$ cat config.mk
export PLATFORM = sky130hd
export DESIGN_NAME = method_call_driver_flat
export DESIGN_NICKNAME = d
export VERILOG_FILES = /design/src/rtl/method_call_driver_if.sv /design/src/rtl/method_call_driver.sv /design/src/flat_wrapper.sv
export SDC_FILE = /design/constraint.sdc
export NUM_CORES = 1
export LEC_CHECK = 0
export ABC_CLOCK_PERIOD_IN_PS = 3800
export CAP_MARGIN = 25
export CORE_MARGIN = 1.5
export CORE_UTILIZATION = 35
export CTS_BUF_LIST = sky130_fd_sc_hd__clkbuf_16
export CTS_CLUSTER_DIAMETER = 50
export DETAILED_ROUTE_END_ITERATION = 10
export HOLD_SLACK_MARGIN = 0.06
export PLACE_DENSITY = 0.59
export SLEW_MARGIN = 20
export SYNTH_ARGS = -nofsm -noshare
export SYNTH_HDL_FRONTEND = slang
export SYNTH_SLANG_ARGS = --single-unit
$ cat constraint.sdc
create_clock -name clk -period 3.8 [get_ports clk]
set_input_delay 0.57 -clock clk [delete_from_list [all_inputs] [get_ports clk]]
set_output_delay 0.57 -clock clk [all_outputs]
set_load 0.01 [all_outputs]
$ cat src/rtl/method_call_driver_if.sv
// Handshake bundle between method_call_driver and its environment:
// the start/status side plus the downstream method req/busy/return.
interface method_call_driver_if #(
    parameter int unsigned RET_WIDTH = 32
);
    logic                 start;
    logic                 method_req;
    logic                 method_busy;
    logic [RET_WIDTH-1:0] method_return;
    logic                 done;
    logic                 pass;
    logic                 fail;
    logic                 timed_out;
    logic [RET_WIDTH-1:0] result;
    logic [31:0]          cycles;

    modport master (
        input  start, method_busy, method_return,
        output method_req, done, pass, fail, timed_out, result, cycles
    );

    modport slave (
        output start, method_busy, method_return,
        input  method_req, done, pass, fail, timed_out, result, cycles
    );
endinterface

$ cat src/rtl/method_call_driver.sv
// Drives one call of a req/busy method after a start delay, captures its
// return, and reports pass/fail/timeout plus the call latency.
module method_call_driver #(
    parameter int unsigned          RET_WIDTH   = 32,
    parameter int unsigned          START_DELAY = 100,
    parameter int unsigned          TIMEOUT     = 10000,
    parameter logic [RET_WIDTH-1:0] EXPECTED    = RET_WIDTH'(1)
) (
    input logic                  clk,
    input logic                  reset,
    method_call_driver_if.master bus
);

    typedef enum logic [2:0] {
        S_IDLE,
        S_DELAY,
        S_REQ,
        S_WAIT,
        S_DONE
    } state_t;

    localparam logic [31:0] DLY_LAST  = (START_DELAY == 0) ? '0 : 32'(START_DELAY - 1);
    localparam logic [31:0] TIMEOUT_W = 32'(TIMEOUT);

    state_t               state_q, state_d;
    logic [31:0]          dly_q, dly_d;
    logic [31:0]          cyc_q, cyc_d;
    logic                 req_q, req_d;
    logic                 done_q, done_d;
    logic                 pass_q, pass_d;
    logic                 fail_q, fail_d;
    logic                 to_q, to_d;
    logic [RET_WIDTH-1:0] result_q, result_d;

    logic [31:0] cyc_inc;
    logic        timeout_hit;

    // Latency counter saturates instead of wrapping
    assign cyc_inc     = (cyc_q == '1) ? cyc_q : cyc_q + 32'd1;
    assign timeout_hit = (cyc_inc >= TIMEOUT_W);

    always_ff @(posedge clk or posedge reset) begin
        if (reset) begin
            state_q  <= S_IDLE;
            dly_q    <= '0;
            cyc_q    <= '0;
            req_q    <= 1'b0;
            done_q   <= 1'b0;
            pass_q   <= 1'b0;
            fail_q   <= 1'b0;
            to_q     <= 1'b0;
            result_q <= '0;
        end else begin
            state_q  <= state_d;
            dly_q    <= dly_d;
            cyc_q    <= cyc_d;
            req_q    <= req_d;
            done_q   <= done_d;
            pass_q   <= pass_d;
            fail_q   <= fail_d;
            to_q     <= to_d;
            result_q <= result_d;
        end
    end

    always_comb begin
        state_d  = state_q;
        dly_d    = dly_q;
        cyc_d    = cyc_q;
        req_d    = req_q;
        done_d   = done_q;
        pass_d   = pass_q;
        fail_d   = fail_q;
        to_d     = to_q;
        result_d = result_q;

        case (state_q)
            S_IDLE, S_DONE: begin
                if (bus.start) begin
                    done_d = 1'b0;
                    pass_d = 1'b0;
                    fail_d = 1'b0;
                    to_d   = 1'b0;
                    dly_d  = '0;
                    if (START_DELAY == 0) begin
                        state_d = S_REQ;
                        req_d   = 1'b1;
                        cyc_d   = '0;
                    end else begin
                        state_d = S_DELAY;
                    end
                end
            end

            S_DELAY: begin
                if (dly_q == DLY_LAST) begin
                    state_d = S_REQ;
                    req_d   = 1'b1;
                    cyc_d   = '0;
                end else begin
                    dly_d = dly_q + 32'd1;
                end
            end

            S_REQ: begin
                cyc_d = cyc_inc;
                if (timeout_hit) begin
                    state_d = S_DONE;
                    req_d   = 1'b0;
                    done_d  = 1'b1;
                    to_d    = 1'b1;
                    fail_d  = 1'b1;
                    pass_d  = 1'b0;
                end else if (bus.method_busy) begin
                    state_d = S_WAIT;
                    req_d   = 1'b0;
                end
            end

            S_WAIT: begin
                cyc_d = cyc_inc;
                // Completion is checked first so it wins over a same-edge timeout
                if (!bus.method_busy) begin
                    state_d  = S_DONE;
                    result_d = bus.method_return;
                    done_d   = 1'b1;
                    pass_d   = (bus.method_return == EXPECTED);
                    fail_d   = (bus.method_return != EXPECTED);
                    to_d     = 1'b0;
                end else if (timeout_hit) begin
                    state_d = S_DONE;
                    done_d  = 1'b1;
                    to_d    = 1'b1;
                    fail_d  = 1'b1;
                    pass_d  = 1'b0;
                end
            end

            default: begin
                state_d = S_IDLE;
                req_d   = 1'b0;
            end
        endcase
    end

    assign bus.method_req = req_q;
    assign bus.done       = done_q;
    assign bus.pass       = pass_q;
    assign bus.fail       = fail_q;
    assign bus.timed_out  = to_q;
    assign bus.result     = result_q;
    assign bus.cycles     = cyc_q;

endmodule

$ cat src/flat_wrapper.sv
// flat-port wrapper written by rule: the top's interface ports become plain ports
module method_call_driver_flat 
#(
    parameter int unsigned          RET_WIDTH   = 32,
    parameter int unsigned          START_DELAY = 100,
    parameter int unsigned          TIMEOUT     = 10000,
    parameter logic [RET_WIDTH-1:0] EXPECTED    = RET_WIDTH'(1)
)
  (clk, reset, bus_start, bus_method_busy, bus_method_return, bus_method_req, bus_done, bus_pass, bus_fail, bus_timed_out, bus_result, bus_cycles);
  method_call_driver_if #(.RET_WIDTH(RET_WIDTH)) bus_i ();
  input logic clk;
  input logic reset;
  input wire logic [$bits(bus_i.start)-1:0] bus_start;
  input wire logic [$bits(bus_i.method_busy)-1:0] bus_method_busy;
  input wire logic [$bits(bus_i.method_return)-1:0] bus_method_return;
  output wire logic [$bits(bus_i.method_req)-1:0] bus_method_req;
  output wire logic [$bits(bus_i.done)-1:0] bus_done;
  output wire logic [$bits(bus_i.pass)-1:0] bus_pass;
  output wire logic [$bits(bus_i.fail)-1:0] bus_fail;
  output wire logic [$bits(bus_i.timed_out)-1:0] bus_timed_out;
  output wire logic [$bits(bus_i.result)-1:0] bus_result;
  output wire logic [$bits(bus_i.cycles)-1:0] bus_cycles;
  assign bus_i.start = bus_start;
  assign bus_i.method_busy = bus_method_busy;
  assign bus_i.method_return = bus_method_return;
  assign bus_method_req = bus_i.method_req;
  assign bus_done = bus_i.done;
  assign bus_pass = bus_i.pass;
  assign bus_fail = bus_i.fail;
  assign bus_timed_out = bus_i.timed_out;
  assign bus_result = bus_i.result;
  assign bus_cycles = bus_i.cycles;
  method_call_driver #(.RET_WIDTH(RET_WIDTH), .START_DELAY(START_DELAY), .TIMEOUT(TIMEOUT), .EXPECTED(EXPECTED)) u_core (.clk(clk), .reset(reset), .bus(bus_i));
endmodule
==> flow_metrics.env <==
export IMPL_outcome="finished, final reports clean"
export IMPL_insertion_delay_ps=360
export IMPL_rsz0062_at_grt="no"
export IMPL_fin_hold_ws_ps=500.2
export IMPL_relSlewSlack_pct=41.87
export IMPL_io_pin_count=105
export IMPL_grt_max_degree=60
export IMPL_hold_depth=2
export IMPL_finClkSkew_ps=12.56
export IMPL_totalWireLength_um=15480
export IMPL_post_cts_buffers=0
export IMPL_postCtsHoldBufs=0
export IMPL_path_cells="ha_1 -> and2_1 -> nand4_4 -> o211ai_1 -> nor3_1 -> a2111oi_0 -> o2111ai_1 -> nor2_4 -> a31o_1"
export IMPL_worst_slew_pin_slew_ps=865.3
export IMPL_drtIter0Drc=494
export IMPL_path_clk_slew_ps=70
export IMPL_place_inst=909
export IMPL_cts_resized=0
export IMPL_total_power_mw=2.635
export IMPL_drv_cap=0
export IMPL_cts_max_level=3
export IMPL_firstDrtPassIters=6
export IMPL_drv_slew=0
export IMPL_r2r_end="u_core.bus.pass$_DFFE_PP0P_"
export IMPL_syn_nets=654
export IMPL_critPathSlowestCell="a2111oi_0"
export IMPL_num_antenna_cells=0
export IMPL_yosysUniqueCellTypes=65
export IMPL_antenna_found_initial=0
export IMPL_syn_inst=616
export IMPL_hp_class="reg -> reg"
export IMPL_critPathKind="reg -> reg"
export IMPL_yosysWarnings=0
export IMPL_die_area_sq_um=17380
export IMPL_r2r_cells=9
export IMPL_worstPathMaxFanout=8
export IMPL_clock_sinks=104
export IMPL_num_rows=46
export IMPL_setup_violations=0
export IMPL_start_kind="flip-flop"
export IMPL_cp_required_ps=4100
export IMPL_power_density_nw_per_um2=359.2
export IMPL_gp_congestion=0.8873
export IMPL_min_period_ps=3193
export IMPL_vias=5162
export IMPL_setup_tns_ps=0
export IMPL_min_from="u_core.bus.done$_DFFE_PP0P_"
export IMPL_cts_root_buf="clkbuf_16"
export IMPL_cts_inserted_buffers=9
export IMPL_portBuffers=104
export IMPL_via_per_inst=5.587
export IMPL_final_core_util_pct=45.68
export IMPL_core_sq_um=16060
export IMPL_initial_utilization_pct=36.17
export IMPL_crit_arrival_ps=3490
export IMPL_async_flop_share_pct=100.0
export IMPL_cts_tree="yes"
export IMPL_p_leak_nw=2.987
export IMPL_detail_route_antenna_nets=0
export IMPL_fmax_mhz=313.2
export IMPL_min_period_over_period_pct=84.02
export IMPL_peakVddDrop_mv=0.2220
export IMPL_r2r_slack_ps=610
export IMPL_drive_above_1_share_pct=10.45
export IMPL_cp_end_kind="flip-flop"
export IMPL_synth_area_sq_um=5808
export IMPL_finalNetCount=742
export IMPL_hpwl_um=11000
export IMPL_fin_cells=924
export IMPL_drc=0
export IMPL_ys_seq_elements=104
export IMPL_grt_pass1_wl_um=25740
export IMPL_die_h_um=131.8
export IMPL_layout_common_cells="104 x clkdlybuf4s50_1, 104 x dfrtp_1, 76 x nor2_1, 51 x nand2_1, 48 x o21ai_0"
export IMPL_area_delta_synth_final_pct=26.28
export IMPL_grt_pass1_vias=5022
export IMPL_hold_end="u_core.bus.done$_DFFE_PP0P_"
export IMPL_seq_area_frac_synth_pct=44.81
export IMPL_grt_overflow=0
export IMPL_r2r_start="u_core.bus.cycles[0]$_DFFE_PP0P_"
export IMPL_final_hold_viol_count=0
export IMPL_synth_area_per_cell_sq_um=9.429
export IMPL_track_usage_pct=18.18
export IMPL_wl_per_cell_um=16.76
export IMPL_ys_flop_type="dfrtp_1"
export IMPL_die_w_um=131.8
export IMPL_synth_edff_count=0
export IMPL_cts_path_max_buffers=2
export IMPL_critPathMaxStageDelay_ps=580
## flip-flops by register name (all words and copies together) (netlist names)
register / flops
u_core.bus.cycles: 32
u_core.bus.done: 1
u_core.bus.fail: 1
u_core.bus.method_req: 1
u_core.bus.pass: 1
u_core.bus.result: 32
u_core.bus.timed_out: 1
u_core.dly_q: 32
u_core.state_q: 3
## layer usage
metal	part of all wire, %	global-route usage, %	vias up
met5	0	0	-
met4	1.9	6.543	0
met3	6.9	5.267	17
met2	45	27.72	170
met1	46	24.59	2535
li1	-	-	2440
## worst max-delay path by stage
stage	end	depth (start not counted)	from
global placement	u_core.bus.pass$_DFFE_PP0P_	9	u_core.bus.cycles[0]$_DFFE_PP0P_
detailed placement	u_core.state_q[2]$_DFFE_PP0P_	9	u_core.bus.cycles[0]$_DFFE_PP0P_
floorplan	u_core.bus.cycles[0]$_DFFE_PP0P_	1	reset
global route	u_core.bus.done$_DFFE_PP0P_	9	u_core.bus.cycles[0]$_DFFE_PP0P_
CTS	u_core.bus.done$_DFFE_PP0P_	9	u_core.bus.cycles[0]$_DFFE_PP0P_
finish	u_core.bus.pass$_DFFE_PP0P_	9	u_core.bus.cycles[0]$_DFFE_PP0P_
## synth_stat cells, types with 3 or more instances
cell type | number | area share (%)
a211oi_1 | 5 | 0.65
a21o_1 | 4 | 0.52
a21oi_1 | 16 | 1.4
a31o_1 | 3 | 0.45
a31oi_1 | 12 | 1.3
and2_1 | 4 | 0.43
and3_1 | 9 | 0.97
and4_1 | 6 | 0.90
buf_2 | 12 | 1.0
clkbuf_1 | 20 | 1.3
dfrtp_1 | 104 | 45
inv_1 | 10 | 0.65
mux2_2 | 32 | 6.2
nand2_1 | 51 | 3.3
nand3_1 | 30 | 2.6
nand4_1 | 23 | 2.5
nor2_1 | 76 | 4.9
nor2b_1 | 3 | 0.32
nor3_1 | 15 | 1.3
nor4_1 | 20 | 2.2
nor4b_1 | 3 | 0.45
o211ai_1 | 5 | 0.65
o21ai_0 | 48 | 4.1
o31ai_1 | 10 | 1.3
o41ai_1 | 4 | 0.60
or3_1 | 4 | 0.43
xnor2_1 | 18 | 2.7
xor2_1 | 20 | 3.0
## kinds of logic (layout without fill, tap and decap cells)
| logic type | after synthesis | count (layout) | share of synthesized area (%) |
|---|---|---|---|
| and+or+nand+nor | 261 | 261 | 23.74 |
| AOI/OAI and AO/OA | 132 | 132 | 15.25 |
| DFF | 104 | 104 | 44.81 |
| muxes | 34 | 34 | 6.549 |
| xor gates and xnor gates | 38 | 38 | 5.730 |
| buffers and inverters | 45 | 137 | 3.490 |
| adders and majority gates | 2 | 2 | 0.4308 |
## worst max-delay path: cells and delay by family, from the launching register on
kind	cells	cell delay [ps]
AOI/OAI and AO/OA	4	1490
adders and majority gates	1	270
DFF	1	430
and+or+nand+nor	4	940
## through the flow
stage	worst slack, ps	instance area (sq um)
6_report	607.1	7335
3_5_place_dp	649.3	7034
5_1_grt	367.1	7335
4_1_cts	662.0	7335
3_3_place_gp	718.0	7034
2_1_floorplan	497.8	5808
## layout make-up
cell class | count | area, sq um
Fill cell | 1521 | 8723
Multi-Input combinational cell | 467 | 3008
Sequential cell | 104 | 2603
Timing Repair Buffer | 112 | 1114
Tap cell | 216 | 270.3
Clock buffer | 9 | 225.2
Clock inverter | 6 | 75.07
Inverter | 10 | 40.04
## power breakdown
group / switching, mW / internal [mW]
sequential: 0.0731 / 1.18
combinational: 0.217 / 0.194
clock: 0.451 / 0.519
total: 0.741 / 1.89
Note: power is estimated with default switching activity, not from simulation.
